### src/rtl/cmd_reg_bank_pkg.sv
// Shared widths and elaboration-time helpers for the command-bus register bank.
package cmd_reg_bank_pkg;

  localparam int unsigned BUS_BYTE_W = 8;
  localparam int unsigned LEN_W      = 8;

  function automatic int unsigned clog2(input int unsigned v);
    int unsigned r;
    r = 0;
    while ((64'(1) << r) < 64'(v)) r++;
    return r;
  endfunction

  // Extracts field idx of width w (<=32) from a flattened per-channel vector.
  function automatic logic [31:0] field32(input logic [1023:0] flat,
                                          input int unsigned   idx,
                                          input int unsigned   w);
    logic [1023:0] sh;
    logic [31:0]   mask;
    sh   = flat >> (idx * w);
    mask = (w >= 32) ? '1 : ((32'(1) << w) - 32'(1));
    return sh[31:0] & mask;
  endfunction

endpackage

### src/rtl/cmd_reg_channel.sv
// One register-bank address: frame assembly, partial-frame timeout, pulse revert
// and the show-ahead readback buffer.
module cmd_reg_channel
  import cmd_reg_bank_pkg::*;
#(
  parameter int unsigned           REG_BYTES = 2,
  parameter logic [8*REG_BYTES-1:0] RESET_VAL = '0,
  parameter logic                  IS_RO     = 1'b0,
  parameter logic                  IS_PULSE  = 1'b0,
  parameter int unsigned           PULSE_LEN = 4,
  parameter int unsigned           TIMEOUT   = 65535
) (
  input  logic                     clk_i,
  input  logic                     rst_i,
  input  logic [BUS_BYTE_W-1:0]    data_i,
  input  logic                     valid_i,
  input  logic                     rdreq_i,
  input  logic [8*REG_BYTES-1:0]   status_i,
  output logic                     have_msg_o,
  output logic [LEN_W-1:0]         len_o,
  output logic [BUS_BYTE_W-1:0]    data_o,
  output logic [8*REG_BYTES-1:0]   reg_o,
  output logic                     wr_strobe_o
);

  localparam int unsigned REG_W = 8 * REG_BYTES;
  localparam int unsigned BCW   = (REG_BYTES > 1) ? clog2(REG_BYTES) : 1;
  localparam int unsigned PCW   = clog2(PULSE_LEN + 1);
  localparam int unsigned TCW   = (TIMEOUT > 0) ? clog2(TIMEOUT + 1) : 1;

  logic [BCW-1:0]        bcnt_q, bcnt_d, ptr_q, ptr_d;
  logic [REG_W-1:0]      shift_q, shift_d, reg_q, reg_d, buf_q, buf_d;
  logic [TCW-1:0]        to_q, to_d;
  logic [PCW-1:0]        pcnt_q, pcnt_d;
  logic                  strobe_q, strobe_d, have_q, have_d;
  logic [LEN_W-1:0]      len_q, len_d;
  logic [BUS_BYTE_W-1:0] data_q, data_d;
  logic [REG_W+7:0]      asm_ext;
  logic [REG_W-1:0]      asm_val, view;
  logic                  done;

  assign asm_ext = {shift_q, data_i};
  assign asm_val = asm_ext[REG_W-1:0];
  assign done    = valid_i && (bcnt_q == BCW'(REG_BYTES - 1));

  always_comb begin
    bcnt_d   = bcnt_q;
    shift_d  = shift_q;
    to_d     = to_q;
    reg_d    = reg_q;
    strobe_d = 1'b0;
    pcnt_d   = pcnt_q;
    buf_d    = buf_q;
    ptr_d    = ptr_q;
    have_d   = have_q;

    if (IS_PULSE && pcnt_q != '0) begin
      pcnt_d = pcnt_q - PCW'(1);
      if (pcnt_q == PCW'(1)) reg_d = RESET_VAL;
    end

    if (have_q && rdreq_i) begin
      if (ptr_q == BCW'(REG_BYTES - 1)) have_d = 1'b0;
      else                              ptr_d  = ptr_q + BCW'(1);
    end

    // A completing frame overrides both the pulse revert and a same-cycle rdreq.
    if (valid_i) begin
      to_d = '0;
      if (done) begin
        bcnt_d  = '0;
        shift_d = '0;
        if (!IS_RO) begin
          reg_d    = asm_val;
          strobe_d = 1'b1;
          if (IS_PULSE) pcnt_d = PCW'(PULSE_LEN);
        end
        buf_d  = IS_RO ? status_i : asm_val;
        ptr_d  = '0;
        have_d = 1'b1;
      end else begin
        bcnt_d  = bcnt_q + BCW'(1);
        shift_d = asm_val;
      end
    end else if (TIMEOUT != 0 && bcnt_q != '0) begin
      if (to_q == TCW'(TIMEOUT - 1)) begin
        bcnt_d  = '0;
        shift_d = '0;
        to_d    = '0;
      end else begin
        to_d = to_q + TCW'(1);
      end
    end

    view   = buf_d << {ptr_d, 3'b000};
    len_d  = have_d ? LEN_W'(REG_BYTES) : '0;
    data_d = have_d ? view[REG_W-1 -: 8] : data_q;
  end

  always_ff @(posedge clk_i) begin
    if (rst_i) begin
      bcnt_q   <= '0;
      shift_q  <= '0;
      to_q     <= '0;
      reg_q    <= RESET_VAL;
      strobe_q <= 1'b0;
      pcnt_q   <= '0;
      buf_q    <= '0;
      ptr_q    <= '0;
      have_q   <= 1'b0;
      len_q    <= '0;
      data_q   <= '0;
    end else begin
      bcnt_q   <= bcnt_d;
      shift_q  <= shift_d;
      to_q     <= to_d;
      reg_q    <= reg_d;
      strobe_q <= strobe_d;
      pcnt_q   <= pcnt_d;
      buf_q    <= buf_d;
      ptr_q    <= ptr_d;
      have_q   <= have_d;
      len_q    <= len_d;
      data_q   <= data_d;
    end
  end

  assign have_msg_o  = have_q;
  assign len_o       = len_q;
  assign data_o      = data_q;
  assign reg_o       = reg_q;
  assign wr_strobe_o = strobe_q;

endmodule

### src/rtl/cmd_reg_bank.sv
// Parametrised register-bank slave on the command bus: one independent
// cmd_reg_channel per address.
module cmd_reg_bank
  import cmd_reg_bank_pkg::*;
#(
  parameter int unsigned                      N_REGS     = 8,
  parameter int unsigned                      REG_BYTES  = 2,
  parameter logic [8*REG_BYTES*N_REGS-1:0]    RESET_VAL  = '0,
  parameter logic [N_REGS-1:0]                RO_MASK    = '0,
  parameter logic [N_REGS-1:0]                PULSE_MASK = '0,
  parameter int unsigned                      PULSE_LEN  = 4,
  parameter int unsigned                      TIMEOUT    = 65535
) (
  input  logic                              clk,
  input  logic                              rst,
  input  logic [7:0]                        master_data,
  input  logic [N_REGS-1:0]                 valid_bus,
  input  logic [N_REGS-1:0]                 rdreq_bus,
  output logic [N_REGS-1:0]                 have_msg_bus,
  output logic [8*N_REGS-1:0]               len_bus,
  output logic [8*N_REGS-1:0]               slave_data_bus,
  output logic [8*REG_BYTES*N_REGS-1:0]     regs_out,
  input  logic [8*REG_BYTES*N_REGS-1:0]     status_in,
  output logic [N_REGS-1:0]                 wr_strobe
);

  localparam int unsigned REG_W = 8 * REG_BYTES;

  for (genvar i = 0; i < N_REGS; i++) begin : g_ch
    cmd_reg_channel #(
      .REG_BYTES (REG_BYTES),
      .RESET_VAL (REG_W'(field32(1024'(RESET_VAL), i, REG_W))),
      .IS_RO     (RO_MASK[i]),
      .IS_PULSE  (PULSE_MASK[i]),
      .PULSE_LEN (PULSE_LEN),
      .TIMEOUT   (TIMEOUT)
    ) u_ch (
      .clk_i       (clk),
      .rst_i       (rst),
      .data_i      (master_data),
      .valid_i     (valid_bus[i]),
      .rdreq_i     (rdreq_bus[i]),
      .status_i    (status_in[REG_W*i +: REG_W]),
      .have_msg_o  (have_msg_bus[i]),
      .len_o       (len_bus[LEN_W*i +: LEN_W]),
      .data_o      (slave_data_bus[BUS_BYTE_W*i +: BUS_BYTE_W]),
      .reg_o       (regs_out[REG_W*i +: REG_W]),
      .wr_strobe_o (wr_strobe[i])
    );
  end

endmodule

### config.mk
export PLATFORM = sky130hd
export DESIGN_NAME = cmd_reg_bank
export DESIGN_NICKNAME = d
export VERILOG_FILES = /design/src/rtl/cmd_reg_bank_pkg.sv /design/src/rtl/cmd_reg_channel.sv /design/src/rtl/cmd_reg_bank.sv
export SDC_FILE = /design/constraint.sdc
export NUM_CORES = 1
export LEC_CHECK = 0
export ABC_CLOCK_PERIOD_IN_PS = 2300
export BUFFER_PORTS_ARGS = -buffer_cell sky130_fd_sc_hd__buf_2
export CORE_ASPECT_RATIO = 1.25
export CORE_MARGIN = 2
export CORE_UTILIZATION = 40
export DETAILED_ROUTE_END_ITERATION = 10
export HOLD_SLACK_MARGIN = 0.1
export MAX_ROUTING_LAYER = met4
export PLACE_DENSITY = 0.7
export SLEW_MARGIN = 20
export SYNTH_ARGS = -nofsm -noshare
export SYNTH_HDL_FRONTEND = slang
export SYNTH_SLANG_ARGS = --single-unit
### constraint.sdc
create_clock -name clk -period 2.3 [get_ports clk]
set_input_delay 0.115 -clock clk [delete_from_list [all_inputs] [get_ports clk]]
set_output_delay 0.115 -clock clk [all_outputs]
set_load 0.01 [all_outputs]
Word-level counts from Yosys, hierarchy flattened
Cells that the tools add are included.

word-level totals
  register bits = 608
  input bits = 154
  output and inout bits = 272
  word-level logic and storage cells = 360

cells by class
  add/sub/neg operators = 24
  eq/ne operators = 8
  shift operators = 8
  multiplexer cells = 168
  bitwise operators = 8
  reductions and logical operators = 64

operators by type and width
  operator                                                         number
  16-bit 2-to-1 mux                                                24
  8-bit 2-to-1 mux                                                 32
  16-bit by 1-bit adder with 16-bit output, second input constant  8
  16-bit == test, second input constant                            8
  16-bit by 4-bit left shift with 16-bit output                    8
  1-bit 2-to-1 mux                                                 104
  2-bit AND reduction                                              16
  2-bit nonzero test                                               16
  2-bit OR reduction                                               16
  1-bit adder, second input constant                               16
  1-bit logical AND                                                16
  2-bit 2-to-1 mux                                                 8
  1-bit NOT                                                        8

Longest topological paths before layout
Gate-level depths: netlist of the first run.

  word-level depth = 6
  depth in mapped cells = 8
  gate-level depth less buffers = 6

By module
A second synthesis of the first run with hierarchy kept.

second synthesis, totals
  cell total of the unflattened synthesis = 2360
  area total of the unflattened synthesis = 21500.6 um2

modules (own cells, without submodules)
  module           times used  cells each  area each (um2)
  cmd_reg_channel  8           295         2687.6

Least setup slack after synthesis of the first run
No wires, ideal clock.

  path type = reg-to-reg
  start point = register g_ch[0].u_ch.to_q[4]
  end point = register g_ch[0].u_ch.shift_q[0]
  setup time = 0.117 ns
  arrival time = 1.668 ns
  required time = 2.183 ns
  setup slack = 0.515 ns
  cell stages (with the launch flop) = 6
  cells stage by stage = dfxtp_1 > nand4_4 > or4_4 > buf_6 > o21a_4 > a22o_1

on the way
  longest elaborated chain between the ends = 3

ends and longest elaborated chain
  item                           RTL line                text
  start: declaration             cmd_reg_channel.sv:33   logic [TCW-1:0] to_q, to_d;
  start signal: assignment       cmd_reg_channel.sv:116  to_q <= to_d;
  16-bit == test                 cmd_reg_channel.sv:86   if (to_q == TCW'(TIMEOUT - 1)) begin
  2-bit nonzero test (no line)   n/a
  2-bit AND reduction (no line)  n/a
  end signal: assignment         cmd_reg_channel.sv:115  shift_q <= shift_d;
  end: declaration               cmd_reg_channel.sv:32   logic [REG_W-1:0] shift_q, shift_d, reg_q, reg_d, buf_q, buf_d;

Every way passes these cells.
A chain may end at the register's enable or synchronous reset.

Worst setup path in the final report of the first run
  start point = register g_ch[7].u_ch.to_q[1]
  end point = register g_ch[7].u_ch.shift_q[7]

on the way
  longest elaborated chain between the ends = 3

ends and longest elaborated chain
  item                           RTL line
  start: declaration             cmd_reg_channel.sv:33
  start signal: assignment       cmd_reg_channel.sv:116
  16-bit == test                 cmd_reg_channel.sv:86
  2-bit nonzero test (no line)   n/a
  2-bit AND reduction (no line)  n/a
  end signal: assignment         cmd_reg_channel.sv:115
  end: declaration               cmd_reg_channel.sv:32

Every way passes these cells.

==> reports/qor.csv, run 1 <==
stage,metric,value,unit
layout,"commonest non-fill, non-tap cell in the layout",dfxtp_1,
placement,GPL Wtd Cong,0.859,
clock_network,clock latency on the worst-skew pair,0.60,ns
layout,# diodes,0,
routing,drt first pass iters,5,
clock_network,"Reg clk slew, reported paths",0.06,ns
sta,setup violators final,0,
floorplan,die area,55200,sq um
setup_path,Critical Path Sink Type,flop,
layout,nets,2830,
routing,via count,17700,
global_route,vias in the first global route,16900,
sta,max-slew violation count,0,
layout,most frequent cells in the layout,"544 x dfxtp_1, 462 x nand2_1, 295 x nor2_1, 289 x a21oi_1, 240 x buf_2",
floorplan,total core area,52700,sq um
setup_path,Critical Setup Path Class,flop to flop,
clock_network,CTS HTree Levels,2,
yosys,syn_area_per_cell,8.70,sq um
power_and_ir_drop,PwrDens,809,nW/um^2
setup_path,largest fanout on the critical path,6,
sta,min cycle time layout,2.16,ns
min_path,Hold Path Class,input port to flop,
yosys,Yosys cell types,52,
yosys,Synth Register Bits,544,
sta,slew margin rel.,0.326,
yosys,Most used DFF post-synth,dfxtp_1,
routing,drt drc,0,
clock_network,TritonCTS clock tree,built,
global_route,GR Overflow Total,0,
layout,layout cell share with drive strength beyond 1,0.148,
yosys,"Cell Area, Synth",21300,sq um
floorplan,Starting Density,0.405,
floorplan,Die Ht,262,um
run_status,status,completed,
setup_path,Worst Path Arrival,2.64,ns
placement,Port Buffers,241,
global_route,global-route wire length before repair,90.8,mm
setup_path,WP data required,2.78,ns
yosys,cells after synthesis,2454,
sta,period utilization,0.939,
floorplan,Boundary Pins,426,
routing,drt total wl,57.5,mm
placement,Post-Place Cells,3252,
floorplan,Core Rows,94,
yosys,Synth warnings,0,
sta,RSZ-0062 raised after global routing,false,
global_route,initial antenna violation count,1,
clock_network,Clock Tree Buf Depth,3,
placement,DP HPWL,40.2,mm
routing,Starting DRT DRC Count,1150,
sta,TNS Setup,0,ns
yosys,share of the yosys chip area belonging to registers,0.510,
yosys,Post-synth EDFFs,0,
power_and_ir_drop,leakage,9.97,nW
sta,clock skew,0.0157,ns
sta,f_max,463,MHz
global_route,GRT Total Usage,0.208,
sta,Final Hold Viols,0,
flow_run,Max Cap Viol,0,
setup_path,kind of start point of the critical path,flop,
global_route,largest net degree at the start of global routing,87,
clock_network,clock buffer count from CTS,53,
layout,filler-free cell count of the finished design,3369,
routing,DR WL/cell,17.1,um
clock_network,Clock Tree Root,clkbuf_16,
clock_network,clock sinks,544,
sta,Worst Tran Pin Value,1.01,ns
yosys,async set-reset flop share out of synthesis,0,
routing,Via density,5.26,
floorplan,die span in x,211,um
routing,ANT nets after route,0,
layout,P&R area growth vs syn,16.6,%
power_and_ir_drop,peak supply drop,0.000629,V
-- power breakdown --
part	switching (W)	internal, W
clock	0.00371	0.00516
sequential	0.000196	0.00968
combinational	0.000924	0.000464
-- per-layer routing --
layer | track usage | part of all wire | vias to the layer above | routed length (um)
met2 | 0.345 | 0.49 | 454 | 27900
li1 | - | - | 8667 | -
met3 | 0.0393 | 0.055 | 125 | 3160
met4 | 0.0811 | 0.037 | 0 | 2130
met5 | - | 0 | - | 0
met1 | 0.250 | 0.42 | 8466 | 24300
-- worst max-delay path: stages, from the launching register on --
cell and delay, ns:
dfxtp_1 0.44, ha_1 0.20, nand3_1 0.11, nor4_2 0.33, and2_1 0.27, a221oi_1 0.11
dlygate4sd3_1 0.59
-- through the flow --
step                setup slack [ns]  hold WS (ns)   util  power, W  area (sq um)
global placement               0.344         0.433  0.434    0.0114         22900
finish                         0.141         0.138  0.472    0.0201         24900
CTS                           0.0941         0.105  0.472    0.0203         24800
floorplan                      0.515         0.288      -    0.0110         21600
global route                  0.0196         0.128  0.472    0.0209         24900
detailed placement             0.309         0.433  0.434    0.0114         22900
-- logic make-up (layout without fill, tap and decap cells) --
logic type / count (synthesis) / after routing / share of synthesized area
compound gates: 470 / 470 / 0.142
xor+xnor: 99 / 99 / 0.0406
fa+ha+maj: 16 / 16 / 0.00938
buf+inv: 258 / 446 / 0.0614
flops: 544 / 544 / 0.510
mux: 76 / 76 / 0.0356
other cells: 1 / 56 / 0.000176
simple gates: 990 / 990 / 0.201
-- final cells by class --
cell class | count | area, sq um
repair buffers | 323 | 1920
clock buffers | 74 | 1490
well taps | 672 | 841
inverters | 31 | 116
multi-input cells | 1707 | 9370
fillers | 4970 | 27800
clock inverters | 18 | 260
flip-flops and latches | 544 | 10900
-- synthesized netlist by cell type (2+ instances only) --
master	number	share of area
nor2_1	295	0.052
buf_2	24	0.0056
a21o_1	20	0.0070
o31ai_1	2	0.00070
nand2_1	462	0.081
o22ai_1	2	0.00059
a31oi_1	11	0.0032
mux2i_1	76	0.036
and3_1	15	0.0044
nor2b_1	13	0.0038
o21ai_0	4	0.00094
a221oi_1	2	0.00082
xor2_1	40	0.016
buf_1	21	0.0037
nand4_1	43	0.013
nor4_1	36	0.011
or2_2	9	0.0026
o21a_1	5	0.0018
a221o_1	64	0.030
and4_1	13	0.0053
dfxtp_1	544	0.51
and2_1	11	0.0032
o41ai_1	2	0.00082
xnor2_1	59	0.024
clkbuf_1	100	0.018
nor3b_1	3	0.0011
a21oi_1	291	0.068
buf_4	81	0.028
inv_1	30	0.0053
nor3_1	21	0.0049
nand4_2	2	0.0012
or4_1	5	0.0018
nand3_1	51	0.012
o21bai_1	2	0.00070
a211o_1	3	0.0012
a22o_1	55	0.023
ha_1	16	0.0094
or3_1	4	0.0012
nand3b_1	4	0.0014
-- final timing paths --
| check | to | from | slack, ns | depth (start not counted) |
|---|---|---|---|---|
| setup reg to reg | g_ch[7].u_ch.shift_q[7] | g_ch[7].u_ch.to_q[1] | 0.14 | 6 |
| hold / removal | g_ch[6].u_ch.reg_o[4] | master_data[4] | 0.14 | 4 |
| setup / recovery | g_ch[7].u_ch.shift_q[7] | g_ch[7].u_ch.to_q[1] | 0.14 | 6 |
| hold reg to reg | g_ch[7].u_ch.reg_o[15] | g_ch[7].u_ch.reg_o[15] | 0.45 | 2 |
-- flip-flops by register name, indices dropped and copies added (netlist names) --
signal / flops
g_ch.u_ch.len_o: 1
g_ch.u_ch.wr_strobe_o: 8
g_ch.u_ch.reg_o: 128
g_ch.u_ch.ptr_q: 8
g_ch.u_ch.data_o: 64
g_ch.u_ch.bcnt_q: 8
g_ch.u_ch.buf_q: 128
g_ch.u_ch.to_q: 128
g_ch.u_ch.shift_q: 64
g_ch.u_ch.have_msg_o: 7
-- what timing repair did --
item                                    in CTS  in global routing
gates resized for setup                      0                  2
endpoints found under the hold margin      227                 10
endpoints found under the setup margin       0                  2
setup buffers                                0                  0
hold buffers                                23                  2
Note: power is estimated with default switching activity, not from simulation.
==> inputs of run 2 (changes only) <==
--- a/config.mk
+++ b/config.mk
@@ -9,11 +9,11 @@
 export BUFFER_PORTS_ARGS = -buffer_cell sky130_fd_sc_hd__buf_2
 export CORE_ASPECT_RATIO = 1.25
 export CORE_MARGIN = 2
-export CORE_UTILIZATION = 40
+export CORE_UTILIZATION = 35
 export DETAILED_ROUTE_END_ITERATION = 10
 export HOLD_SLACK_MARGIN = 0.1
 export MAX_ROUTING_LAYER = met4
-export PLACE_DENSITY = 0.7
+export PLACE_DENSITY = 0.64
 export SLEW_MARGIN = 20
 export SYNTH_ARGS = -nofsm -noshare
 export SYNTH_HDL_FRONTEND = slang
==> run 2 against run 1 <==
Effect of this change:
- sequential power barely moved
- via count fell by 2.3%
- setup slack got worse by 0.027 ns
- sequential share of layout area fell by 0.59 points
- wire length barely moved
- largest cell class unchanged
- flip-flop and latch count did not move
- clock skew fell by 0.0039 ns
==> reports/qor.csv, run 2 (same netlist as run 1, synthesis figures left out) <==
stage,metric,value,unit,change
layout,fin util,0.417,,was 0.472
sta,min cycle time layout,2.19,ns,was 2.16 ns
sta,clock skew,0.0118,ns,was 0.0157 ns
setup_path,Crit path top cell by count,dlygate4sd3_1,,
min_path,Hold Path Class,input port to flop,,unchanged
setup_path,worst r2r dst,g_ch[7].u_ch.shift_q[7],,unchanged
setup_path,Critical Setup Path Class,flop to flop,,unchanged
flow_run,Max Cap Viol,0,,unchanged
routing,ANT nets after route,0,,unchanged
floorplan,Die Ht,280,um,was 262 um
setup_path,WP data required,2.84,ns,was 2.78 ns
setup_path,reg2reg start,g_ch[7].u_ch.bcnt_q,,was g_ch[7].u_ch.to_q[1]
layout,P&R area growth vs syn,18.2,%,was 16.6%
clock_network,"Reg clk slew, reported paths",0.07,ns,was 0.06 ns
sta,period utilization,0.950,,was 0.939
clock_network,Clock Tree Buf Depth,3,,unchanged
sta,RSZ-0062 raised after global routing,false,,unchanged
clock_network,"Setup Fix Bufs, Post-CTS",0,,unchanged
setup_path,flop-to-flop setup slack,0.11,ns,was 0.14 ns
floorplan,Core Rows,101,,was 94
setup_path,FF-to-FF path depth,6,,unchanged
setup_path,Crit path buffers/inverters,4,,was 1
run_status,status,completed,,unchanged
routing,drt drc,0,,unchanged
setup_path,slowest cell delay on critical path,0.59,ns,about the same
setup_path,Setup crit end,g_ch[7].u_ch.shift_q[7],,unchanged
setup_path,Critical-path top delay cell,dlygate4sd3_1,,unchanged
placement,Post-Place Cell Area,23100,sq um,was 22900 sq um
layout,"commonest non-fill, non-tap cell in the layout",dfxtp_1,,unchanged
clock_network,Clock Tree Root,clkbuf_16,,unchanged
setup_path,Worst setup startpoint,g_ch[7].u_ch.bcnt_q,,was g_ch[7].u_ch.to_q[1]
sta,f_max,457,MHz,was 463 MHz
power_and_ir_drop,leakage,10.1,nW,was 9.97 nW
clock_network,clock buffer count from CTS,55,,was 53
global_route,global-route wire length before repair,88.4,mm,was 90.8 mm
placement,DP HPWL,39.7,mm,was 40.2 mm
routing,drt total wl,57.4,mm,was 57.5 mm
sta,Final Hold Viols,0,,unchanged
layout,fillers,6018,,was 4970
floorplan,Starting Density,0.353,,was 0.405
placement,GPL Wtd Cong,0.814,,was 0.859
placement,Port Buffers,241,,unchanged
floorplan,total core area,60500,sq um,was 52700 sq um
routing,DR WL/cell,16.4,um,was 17.1 um
layout,most frequent cells in the layout,"544 x dfxtp_1, 462 x nand2_1, 295 x nor2_1, 290 x a21oi_1, 240 x buf_2",,"was 544 x dfxtp_1, 462 x nand2_1, 295 x nor2_1, 289 x a21oi_1, 240 x buf_2"
global_route,GR Overflow Total,0,,unchanged
sta,TNS Setup,0,ns,unchanged
routing,Via density,4.96,,was 5.26
clock_network,TritonCTS clock tree,built,,unchanged
floorplan,die span in x,225,um,was 211 um
clock_network,clock latency on the worst-skew pair,0.60,ns,about the same
sta,Worst Tran Pin Value,0.990,ns,was 1.01 ns
setup_path,Top Family by Delay on Critical Path,buffers and inverters,,was simple AND/OR/NAND/NOR gates
setup_path,CP cell instances,"buf_4, inv_1, nand3_1, dlygate4sd3_1, a221oi_1, dlygate4sd3_1",,"was ha_1, nand3_1, nor4_2, and2_1, a221oi_1, dlygate4sd3_1"
global_route,largest net degree at the start of global routing,95,,was 87
sta,setup violators final,0,,unchanged
sta,max-slew violation count,0,,unchanged
setup_path,Worst Path Arrival,2.73,ns,was 2.64 ns
setup_path,largest fanout on the critical path,11,,was 6
routing,drt first pass iters,5,,unchanged
layout,final instance area,25200,sq um,was 24900 sq um
global_route,vias in the first global route,16000,,was 16900
setup_path,Critical Path Sink Type,flop,,unchanged
layout,layout cell share with drive strength beyond 1,0.155,,was 0.148
clock_network,clock sinks,544,,unchanged
setup_path,Crit path depth,6,,unchanged
clock_network,CTS HTree Levels,2,,unchanged
power_and_ir_drop,peak supply drop,0.000604,V,was 0.000629 V
sta,slew margin rel.,0.340,,was 0.326
floorplan,Boundary Pins,426,,unchanged
global_route,GRT Total Usage,0.181,,was 0.208
global_route,initial antenna violation count,2,,was 1
routing,via count,17300,,was 17700
power_and_ir_drop,PwrDens,809,nW/um^2,about the same
layout,nets,2845,,was 2830
setup_path,kind of start point of the critical path,flop,,unchanged
floorplan,die area,63000,sq um,was 55200 sq um
routing,Starting DRT DRC Count,994,,was 1150
run 2: cell count changes in the layout (fill, tap and decap cells not counted), sizes merged:
cell	change
buf	+13
clkinv	+5
clkinvlp	+5
clkbuf	-4
diode	+3
inv	+1
run 2: final cells by class:
cell class | count | area (sq um) | area share
timing repair buffer | 336 | 2050 | 0.0814
inverter | 31 | 116 | 0.00461
multi-input combinational | 1707 | 9360 | 0.371
sequential | 544 | 10900 | 0.432
tap | 772 | 966 | 0.0383
clock buffer | 70 | 1490 | 0.0592
antenna | 3 | 7.51 | 0.000298
clock inverter | 29 | 334 | 0.0132
run 2: worst min-delay path, delay by kind of cell:
family | cells | cell delay (ns)
AOI/OAI and AO/OA | 1 | 0.06
buffers and inverters | 2 | 0.38
and+or+nand+nor | 1 | 0.12
run 2: per-stage QoR:
stage / cells / total power (W) / hold WS [ns] / setup WS [ns]
3_3_place_gp: 3365 / 0.0115 / 0.440 / 0.354
2_1_floorplan: 2509 / 0.0110 / 0.288 / 0.515
3_5_place_dp: 3365 / 0.0115 / 0.443 / 0.370
4_1_cts: 3489 / 0.0207 / 0.103 / 0.155
6_report: 3492 / 0.0204 / 0.132 / 0.114
5_1_grt: 3490 / 0.0212 / 0.145 / 0.00271
run 2: metal layers:
| metal | track usage | wire length, um | vias up |
|---|---|---|---|
| met5 | - | 0 | - |
| met4 | 0.0662 | 1960 | 0 |
| met3 | 0.0303 | 2880 | 92 |
| met2 | 0.287 | 26600 | 364 |
| met1 | 0.233 | 26000 | 8147 |
| li1 | - | - | 8704 |
run 2: repair_timing:
item | 4_1_cts | 5_1_grt
endpoints found under the hold margin | 247 | 0
endpoints found under the setup margin | 0 | 1
resized for setup | 0 | 1
hold buffers | 25 | 0
run 2: report_power, final:
part           internal [W]  switching [W]
Clock               0.00527        0.00383
Sequential          0.00968       0.000196
Combinational      0.000484       0.000933
run 2: worst min-delay path by stage:
stage | start | endpoint | slack (ns) | cells after the start
2_1_floorplan | valid_bus[3] | g_ch[3].u_ch.bcnt_q | 0.29 | 2
3_3_place_gp | g_ch[5].u_ch.reg_o[3] | g_ch[5].u_ch.reg_o[3] | 0.44 | 2
3_5_place_dp | g_ch[6].u_ch.reg_o[9] | g_ch[6].u_ch.reg_o[9] | 0.44 | 2
4_1_cts | master_data[0] | g_ch[3].u_ch.reg_o[0] | 0.10 | 4
5_1_grt | master_data[5] | g_ch[6].u_ch.reg_o[5] | 0.14 | 4
6_report | master_data[0] | g_ch[3].u_ch.reg_o[0] | 0.13 | 4
